## config.mk

```make
export PLATFORM = sky130hd
export DESIGN_NAME = mem_port_arbiter
export DESIGN_NICKNAME = d
export VERILOG_FILES = /design/src/rtl/mem_arb_pkg.sv /design/src/rtl/mem_arb_prio.sv /design/src/rtl/mem_port_arbiter.sv
export SDC_FILE = /design/constraint.sdc
export NUM_CORES = 1
export LEC_CHECK = 0
export BUFFER_PORTS_ARGS = -buffer_cell sky130_fd_sc_hd__buf_2
export CAP_MARGIN = 20
export CORE_MARGIN = 8
export CORE_UTILIZATION = 40
export CTS_BUF_LIST = sky130_fd_sc_hd__clkbuf_8
export DETAILED_ROUTE_END_ITERATION = 16
export GPL_ROUTABILITY_DRIVEN = 0
export HOLD_SLACK_MARGIN = 0.06
export PLACE_DENSITY_LB_ADDON = 0.12
export RECOVER_POWER = 25
export SYNTH_ARGS = -nofsm -noshare
export SYNTH_HDL_FRONTEND = slang
export SYNTH_SLANG_ARGS = --single-unit
```

## constraint.sdc

```tcl
create_clock -name clk -period 2.35 [get_ports clk]
set_input_delay 0.3525 -clock clk [delete_from_list [all_inputs] [get_ports clk]]
set_output_delay 0.3525 -clock clk [all_outputs]
set_load 0.01 [all_outputs]
```

## src/rtl/mem_arb_pkg.sv

```systemverilog
// Shared types and defaults for the single-port instruction/data memory arbiter.
package mem_arb_pkg;

    localparam int DEF_ADDR_W = 32;
    localparam int DEF_DATA_W = 32;
    localparam int STARVE_W   = 4;

    typedef enum logic [1:0] {
        IDLE  = 2'd0,
        ISSUE = 2'd1,
        RESP  = 2'd2
    } state_t;

    typedef enum logic {
        OWN_IF = 1'b0,
        OWN_D  = 1'b1
    } owner_t;

endpackage

```

## src/rtl/mem_arb_prio.sv

```systemverilog
// Winner select between fetch and data requesters, with a saturating
// starvation counter that forces a fetch win after repeated data grants.
module mem_arb_prio
    import mem_arb_pkg::*;
#(
    parameter int STARVE_LIMIT = 4
) (
    input  logic clk,
    input  logic reset,
    input  logic if_req,
    input  logic d_req,
    input  logic arb_en,
    output logic win_if,
    output logic win_d
);

    localparam logic [STARVE_W-1:0] LIMIT = STARVE_W'(STARVE_LIMIT);

    logic [STARVE_W-1:0] starve_cnt_reg;
    logic                starved;

    assign starved = if_req && (starve_cnt_reg == LIMIT);

    always_comb begin
        win_d  = arb_en && d_req && !starved;
        win_if = arb_en && if_req && !win_d;
    end

    // Only arbitration cycles move the counter; ISSUE/RESP leave it untouched.
    always_ff @(posedge clk) begin
        if (reset) begin
            starve_cnt_reg <= '0;
        end else if (arb_en) begin
            if (win_if || !if_req) begin
                starve_cnt_reg <= '0;
            end else if (win_d && (starve_cnt_reg != LIMIT)) begin
                starve_cnt_reg <= starve_cnt_reg + 1'b1;
            end
        end
    end

endmodule

```

## src/rtl/mem_port_arbiter.sv

```systemverilog
// Serialises fetch and data accesses onto one variable-latency memory port,
// one outstanding transaction at a time.
module mem_port_arbiter
    import mem_arb_pkg::*;
#(
    parameter int ADDR_W       = DEF_ADDR_W,
    parameter int DATA_W       = DEF_DATA_W,
    parameter int STARVE_LIMIT = 4
) (
    input  logic              clk,
    input  logic              reset,
    input  logic              if_req,
    input  logic [ADDR_W-1:0] if_addr,
    output logic              if_gnt,
    output logic              if_rvalid,
    output logic [DATA_W-1:0] if_rdata,
    input  logic              d_req,
    input  logic              d_we,
    input  logic [ADDR_W-1:0] d_addr,
    input  logic [DATA_W-1:0] d_wdata,
    output logic              d_gnt,
    output logic              d_rvalid,
    output logic [DATA_W-1:0] d_rdata,
    output logic              mem_req,
    output logic              mem_we,
    output logic [ADDR_W-1:0] mem_addr,
    output logic [DATA_W-1:0] mem_wdata,
    input  logic              mem_ready,
    input  logic              mem_rvalid,
    input  logic [DATA_W-1:0] mem_rdata
);

    localparam logic [ADDR_W-1:0] WORD_MASK = ~ADDR_W'(3);

    state_t            state_reg;
    owner_t            owner_reg;
    logic              req_reg;
    logic              we_reg;
    logic [ADDR_W-1:0] addr_reg;
    logic [DATA_W-1:0] wdata_reg;
    logic              arb_en;
    logic              win_if;
    logic              win_d;
    logic              capture;
    logic              store_done;

    // Reset masks arbitration so no grant can pulse while the block is held.
    assign arb_en = (state_reg == IDLE) && !reset;

    mem_arb_prio #(
        .STARVE_LIMIT(STARVE_LIMIT)
    ) u_prio (
        .clk    (clk),
        .reset  (reset),
        .if_req (if_req),
        .d_req  (d_req),
        .arb_en (arb_en),
        .win_if (win_if),
        .win_d  (win_d)
    );

    assign if_gnt    = win_if;
    assign d_gnt     = win_d;
    assign mem_req   = req_reg;
    assign mem_we    = we_reg;
    assign mem_addr  = addr_reg & WORD_MASK;
    assign mem_wdata = wdata_reg;

    always_ff @(posedge clk) begin
        if (reset) begin
            state_reg <= IDLE;
            owner_reg <= OWN_IF;
            req_reg   <= 1'b0;
            we_reg    <= 1'b0;
            addr_reg  <= '0;
            wdata_reg <= '0;
        end else begin
            case (state_reg)
                IDLE: begin
                    if (win_d || win_if) begin
                        state_reg <= ISSUE;
                        req_reg   <= 1'b1;
                        owner_reg <= win_d ? OWN_D : OWN_IF;
                        we_reg    <= win_d && d_we;
                        addr_reg  <= win_d ? d_addr : if_addr;
                        if (win_d) begin
                            wdata_reg <= d_wdata;
                        end
                    end
                end
                ISSUE: begin
                    if (mem_ready) begin
                        req_reg   <= 1'b0;
                        state_reg <= we_reg ? IDLE : RESP;
                    end
                end
                RESP: begin
                    if (mem_rvalid) begin
                        state_reg <= IDLE;
                    end
                end
                default: begin
                    state_reg <= IDLE;
                    req_reg   <= 1'b0;
                end
            endcase
        end
    end

    assign capture    = (state_reg == RESP) && mem_rvalid;
    assign store_done = (state_reg == ISSUE) && mem_ready && we_reg;

    // One response register pair per requester; stores only ever belong to OWN_D.
    for (genvar gi = 0; gi < 2; gi++) begin : g_resp
        localparam owner_t MY_OWNER = (gi == 0) ? OWN_IF : OWN_D;

        logic [DATA_W-1:0] rdata_reg;
        logic              rvalid_reg;

        always_ff @(posedge clk) begin
            if (reset) begin
                rdata_reg  <= '0;
                rvalid_reg <= 1'b0;
            end else begin
                rvalid_reg <= (capture || store_done) && (owner_reg == MY_OWNER);
                if (capture && (owner_reg == MY_OWNER)) begin
                    rdata_reg <= mem_rdata;
                end
            end
        end

        if (MY_OWNER == OWN_IF) begin : g_if
            assign if_rdata  = rdata_reg;
            assign if_rvalid = rvalid_reg;
        end else begin : g_d
            assign d_rdata  = rdata_reg;
            assign d_rvalid = rvalid_reg;
        end
    end

endmodule

```

Word level (Yosys, flattened, before mapping)
Index checks and enable logic that the tools add are counted.
{"block": "op_classes", "add_sub_neg": 1, "eq_ne": 7, "n_mux": 12, "bitwise_logic": 2, "reduce_logical": 29}
{"operator": "32-bit 2-to-1 mux", "n": 1}
{"operator": "1-bit logical AND", "n": 15}
{"operator": "3-bit AND reduction", "n": 3}
{"operator": "2-bit 2-to-1 mux", "n": 4}
{"operator": "4-bit 2-to-1 mux", "n": 2}
{"operator": "2-bit one-hot mux with 3 select lines", "n": 1}
{"operator": "4-bit by 1-bit adder with 4-bit output, second input constant", "n": 1}
{"operator": "4-bit by 3-bit equality test with 1-bit output, second input constant", "n": 1}
{"operator": "1-bit logical NOT", "n": 4}
{"operator": "2-bit != test, second input constant", "n": 2}
{"operator": "4-bit by 3-bit != test with 1-bit output, second input constant", "n": 1}
{"operator": "2-bit AND reduction", "n": 2}
{"operator": "1-bit logical OR", "n": 3}
{"operator": "1-bit 2-to-1 mux", "n": 3}
{"operator": "1-bit one-hot mux with 3 select lines", "n": 1}
{"operator": "2-bit by 1-bit equality test with 1-bit output, second input constant", "n": 1}
{"operator": "2-bit equality test, second input constant", "n": 1}
{"operator": "2-bit logical NOT", "n": 1}
{"operator": "2-bit by 1-bit != test with 1-bit output, second input constant", "n": 1}
{"operator": "1-bit inverter", "n": 2}
{"operator": "2-bit nonzero test", "n": 1}
{"block": "totals", "ff_bits": 139, "input_bits": 135, "output_inout_bits": 134, "elab_cells": 62}

Depth between registers and ports, before layout
{"block": "logic_depth", "word_depth": 9, "depth_mapped": 7, "ltp_nobuf": 5}

Cells and area by module
Synthesis repeated with hierarchy kept, for this count alone.
{"block": "hier_totals", "hier_cells": 593, "area_unflattened_um2": 5368.9}
{"mod": "mem_port_arbiter", "instances": 1, "cells_per_inst": 563, "area_per_inst_um2": 5121.2, "seq_area_each_um2": 2662.6}
{"mod": "mem_arb_prio", "instances": 1, "cells_per_inst": 30, "area_per_inst_um2": 247.7, "seq_area_each_um2": 80.1}

Worst setup path after synthesis
OpenSTA, ideal clock, no wires.
{"block": "synth_path", "path_type": "reg-to-output", "from": "reg u_prio.starve_cnt_reg[0]", "to": "out d_gnt", "t_arrival_ns": 1.408, "path_slack_ns": 0.590, "stages_incl_launch_ff": 7, "path_cell_list": "dfxtp_1 > inv_1 > ha_1 > and4b_1 > buf_6 > buf_2 > nor3_1"}
{"block": "synth_between", "elab_chain_cells": 4}
{"element": "start, declared", "line_no": "mem_arb_prio.sv:19", "text": "logic [STARVE_W-1:0] starve_cnt_reg;"}
{"element": "start signal, assigned", "line_no": "mem_arb_prio.sv:37", "text": "starve_cnt_reg <= starve_cnt_reg + 1'b1;"}
{"element": "4-bit by 3-bit equality test with 1-bit output", "line_no": "mem_arb_prio.sv:22", "text": "assign starved = if_req && (starve_cnt_reg == LIMIT);"}
{"element": "1-bit logical AND", "line_no": "mem_arb_prio.sv:22"}
{"element": "1-bit logical NOT", "line_no": "mem_arb_prio.sv:25", "text": "win_d = arb_en && d_req && !starved;"}
{"element": "1-bit logical AND", "line_no": "mem_arb_prio.sv:25"}
{"element": "end, declared", "line_no": "mem_port_arbiter.sv:21", "text": "output logic d_gnt,"}
Every way passes these cells.

Worst setup path after layout
Ends and elaborated chain as after synthesis.

==> reports/results.txt <==
status: finished, final reports clean
count leader, synth: dfxtp_1
HP Class: input pin to register
hold endpoint: mem_wdata[3]
row cnt: 43
post-CTS setup buffer count: 0
Die Span Y: 136 um
Die Area: 18400 um2
unrepaired setup endpoints after global routing: no
synth cell count leaders: 137 x dfxtp_1, 134 x nand2_1, 133 x a21oi_1
drt pass-1 iters: 4
fin cells: 1100
CTS HTree Levels: 4
final setup fails: 0
Vias/cell: 5.21
CP endpoint kind: primary output
register area: 2740 um2
root buffer cell: clkbuf_8
Filler cells: 1401
Synth Cell Area: 5720 um2
FF-to-FF path depth: 6
Util after Layout: 0.526
DRT iter0 DRCs: 414
Total GRT Usage: 0.198
ys flop type: dfxtp_1
hold path startpoint: d_wdata[3]
worst slew pin tran: 0.742 ns
Final Hold Vio Count: 0
total gr overflow: 0
clk_lat worst skew: 0.44 ns
chip width: 136 um
syn_area_per_cell: 8.39 um2
cts hold-fix bufs: 0
share of the synthesized area in the top cell type: 0.480
Crit Path Max Fanout: 23
largest cells by area after synthesis: dfxtp_1 48%, a21oi_1 12%, nand2_1 8.8%
num ports: 269
Worst R2R End: addr_reg[21]
CP Data Required Time: 2.00 ns
DP Wirelength: 13100 um
wire per inst: 17.1 um
number of synthesized flops with an enable pin: 0
first-pass GRT wire length: 29200 um
DP Cell Count: 1068
Num CTS Buffers: 17
crit path kind: register to primary output
routed vias: 5726
post-synthesis register bit count: 137
DRC viols: 0
P&R area growth vs syn: 28.1%
post-place setup slack: 0.413 ns
Leakage: 2.93 nW
maximum clock path buffer count: 2
PwrDens: 715 nW/um2
area of the multi-input gates: 2550 um2
largest net degree at the start of global routing: 137
post-CTS sizing: 0
crit start category: register
final worst setup slack: 0.195 ns
CTS tree: yes
Critical Path AT: 1.80 ns
setup_tns: 0 ns
Peak Freq: 464 MHz
Tcrit/Tclk final: 0.917
R2R Path Start: u_prio.starve_cnt_reg[0]
Max-cap violations: 0
Total Power: 5.23 mW
Clock Skew: 0.0105 ns
Synth async-reset ratio: 0
max-slew violation count: 0
dominant cell type by area after synthesis: dfxtp_1
port buffer count: 262
share of cells above drive strength 1: 0.298
warnings from Yosys: 0
ANT nets after route: 0
Gate Count Post-Synth: 681
maximum vdd drop: 364 uV
clk slew on worst S/H paths: 0.08 ns
Initial Utilization: 0.410
drt total wl: 18800 um
Nets: 1044
worst hold stages: 3
r2r setup slk: 0.50 ns
sequential share of the synthesized area: 0.480
clk sink count: 137
vias in the first global route: 5730
initial antenna violation count: 1
Slew HR: 0.505
Netlist cell types: 38
core area: 13900 um2
Final Critical Period: 2.16 ns
-- logic make-up after synthesis --
| kind of cell | synth area share |
|---|---|
| AO/OA/AOI/OAI | 0.248 |
| AND/OR/NAND/NOR | 0.189 |
| flip-flops | 0.480 |
| buffers and inverters | 0.0781 |
| adder cells (fa/ha/maj) | 0.00438 |
| other | 0.000656 |
-- power breakdown --
| group | internal (mW) | switching (mW) | leakage [nW] | total (mW) |
|---|---|---|---|---|
| registers | 2.44 | 0.0677 | 1.12 | 2.51 |
| clock network | 1.14 | 0.860 | 0.220 | 2.00 |
| logic | 0.300 | 0.425 | 1.59 | 0.725 |
-- layout make-up --
cell class / instances / area share
clock buffers: 21 / 0.0395
multi-input cells: 469 / 0.348
inverters: 4 / 0.00205
clock inverters: 10 / 0.0171
flip-flops and latches: 137 / 0.375
repair buffers: 278 / 0.188
diodes: 1 / 0.000342
well taps: 180 / 0.0308
-- per-layer routing --
layer  global-route usage  share of wire
met5                    0              0
met3               0.0768          0.080
met2                0.331           0.49
met4               0.0679          0.017
met1                0.227           0.41
-- worst max path at each step --
stage | from | to | slack [ns] | cells past startpoint
2_1_floorplan | u_prio.starve_cnt_reg[0] | d_gnt | 0.59 | 6
3_3_place_gp | u_prio.starve_cnt_reg[0] | addr_reg[21] | 0.51 | 6
3_5_place_dp | u_prio.starve_cnt_reg[0] | addr_reg[21] | 0.41 | 6
4_1_cts | u_prio.starve_cnt_reg[0] | d_gnt | 0.01 | 5
5_1_grt | u_prio.starve_cnt_reg[0] | if_gnt | 0.04 | 5
6_report | u_prio.starve_cnt_reg[0] | d_gnt | 0.19 | 5
-- worst max-delay path: stages, from the launching register on --
cell	delay [ns]
dfxtp_1	0.38
inv_1	0.08
ha_1	0.23
and4b_4	0.30
nor3_2	0.20
buf_2	0.17
-- placed cells by master, fill, tap and decap left out, drive strengths merged, types with 4 or more instances in the layout --
cell type  instances
clkbuf            85
clkinv             4
nand4b             5
o21ai             64
inv                6
buf              214
nand2            134
nor2               6
a21oi            133
nand3             65
a311oi            30
dfxtp            137
-- per-stage QoR --
stage	cell area (um2)	hold slack (ns)
CTS	7400	0.121
floorplan	5720	0.448
global placement	6980	0.440
detailed placement	6980	0.446
global route	7320	0.125
finish	7320	0.151
(Power assumes the default switching activity.)
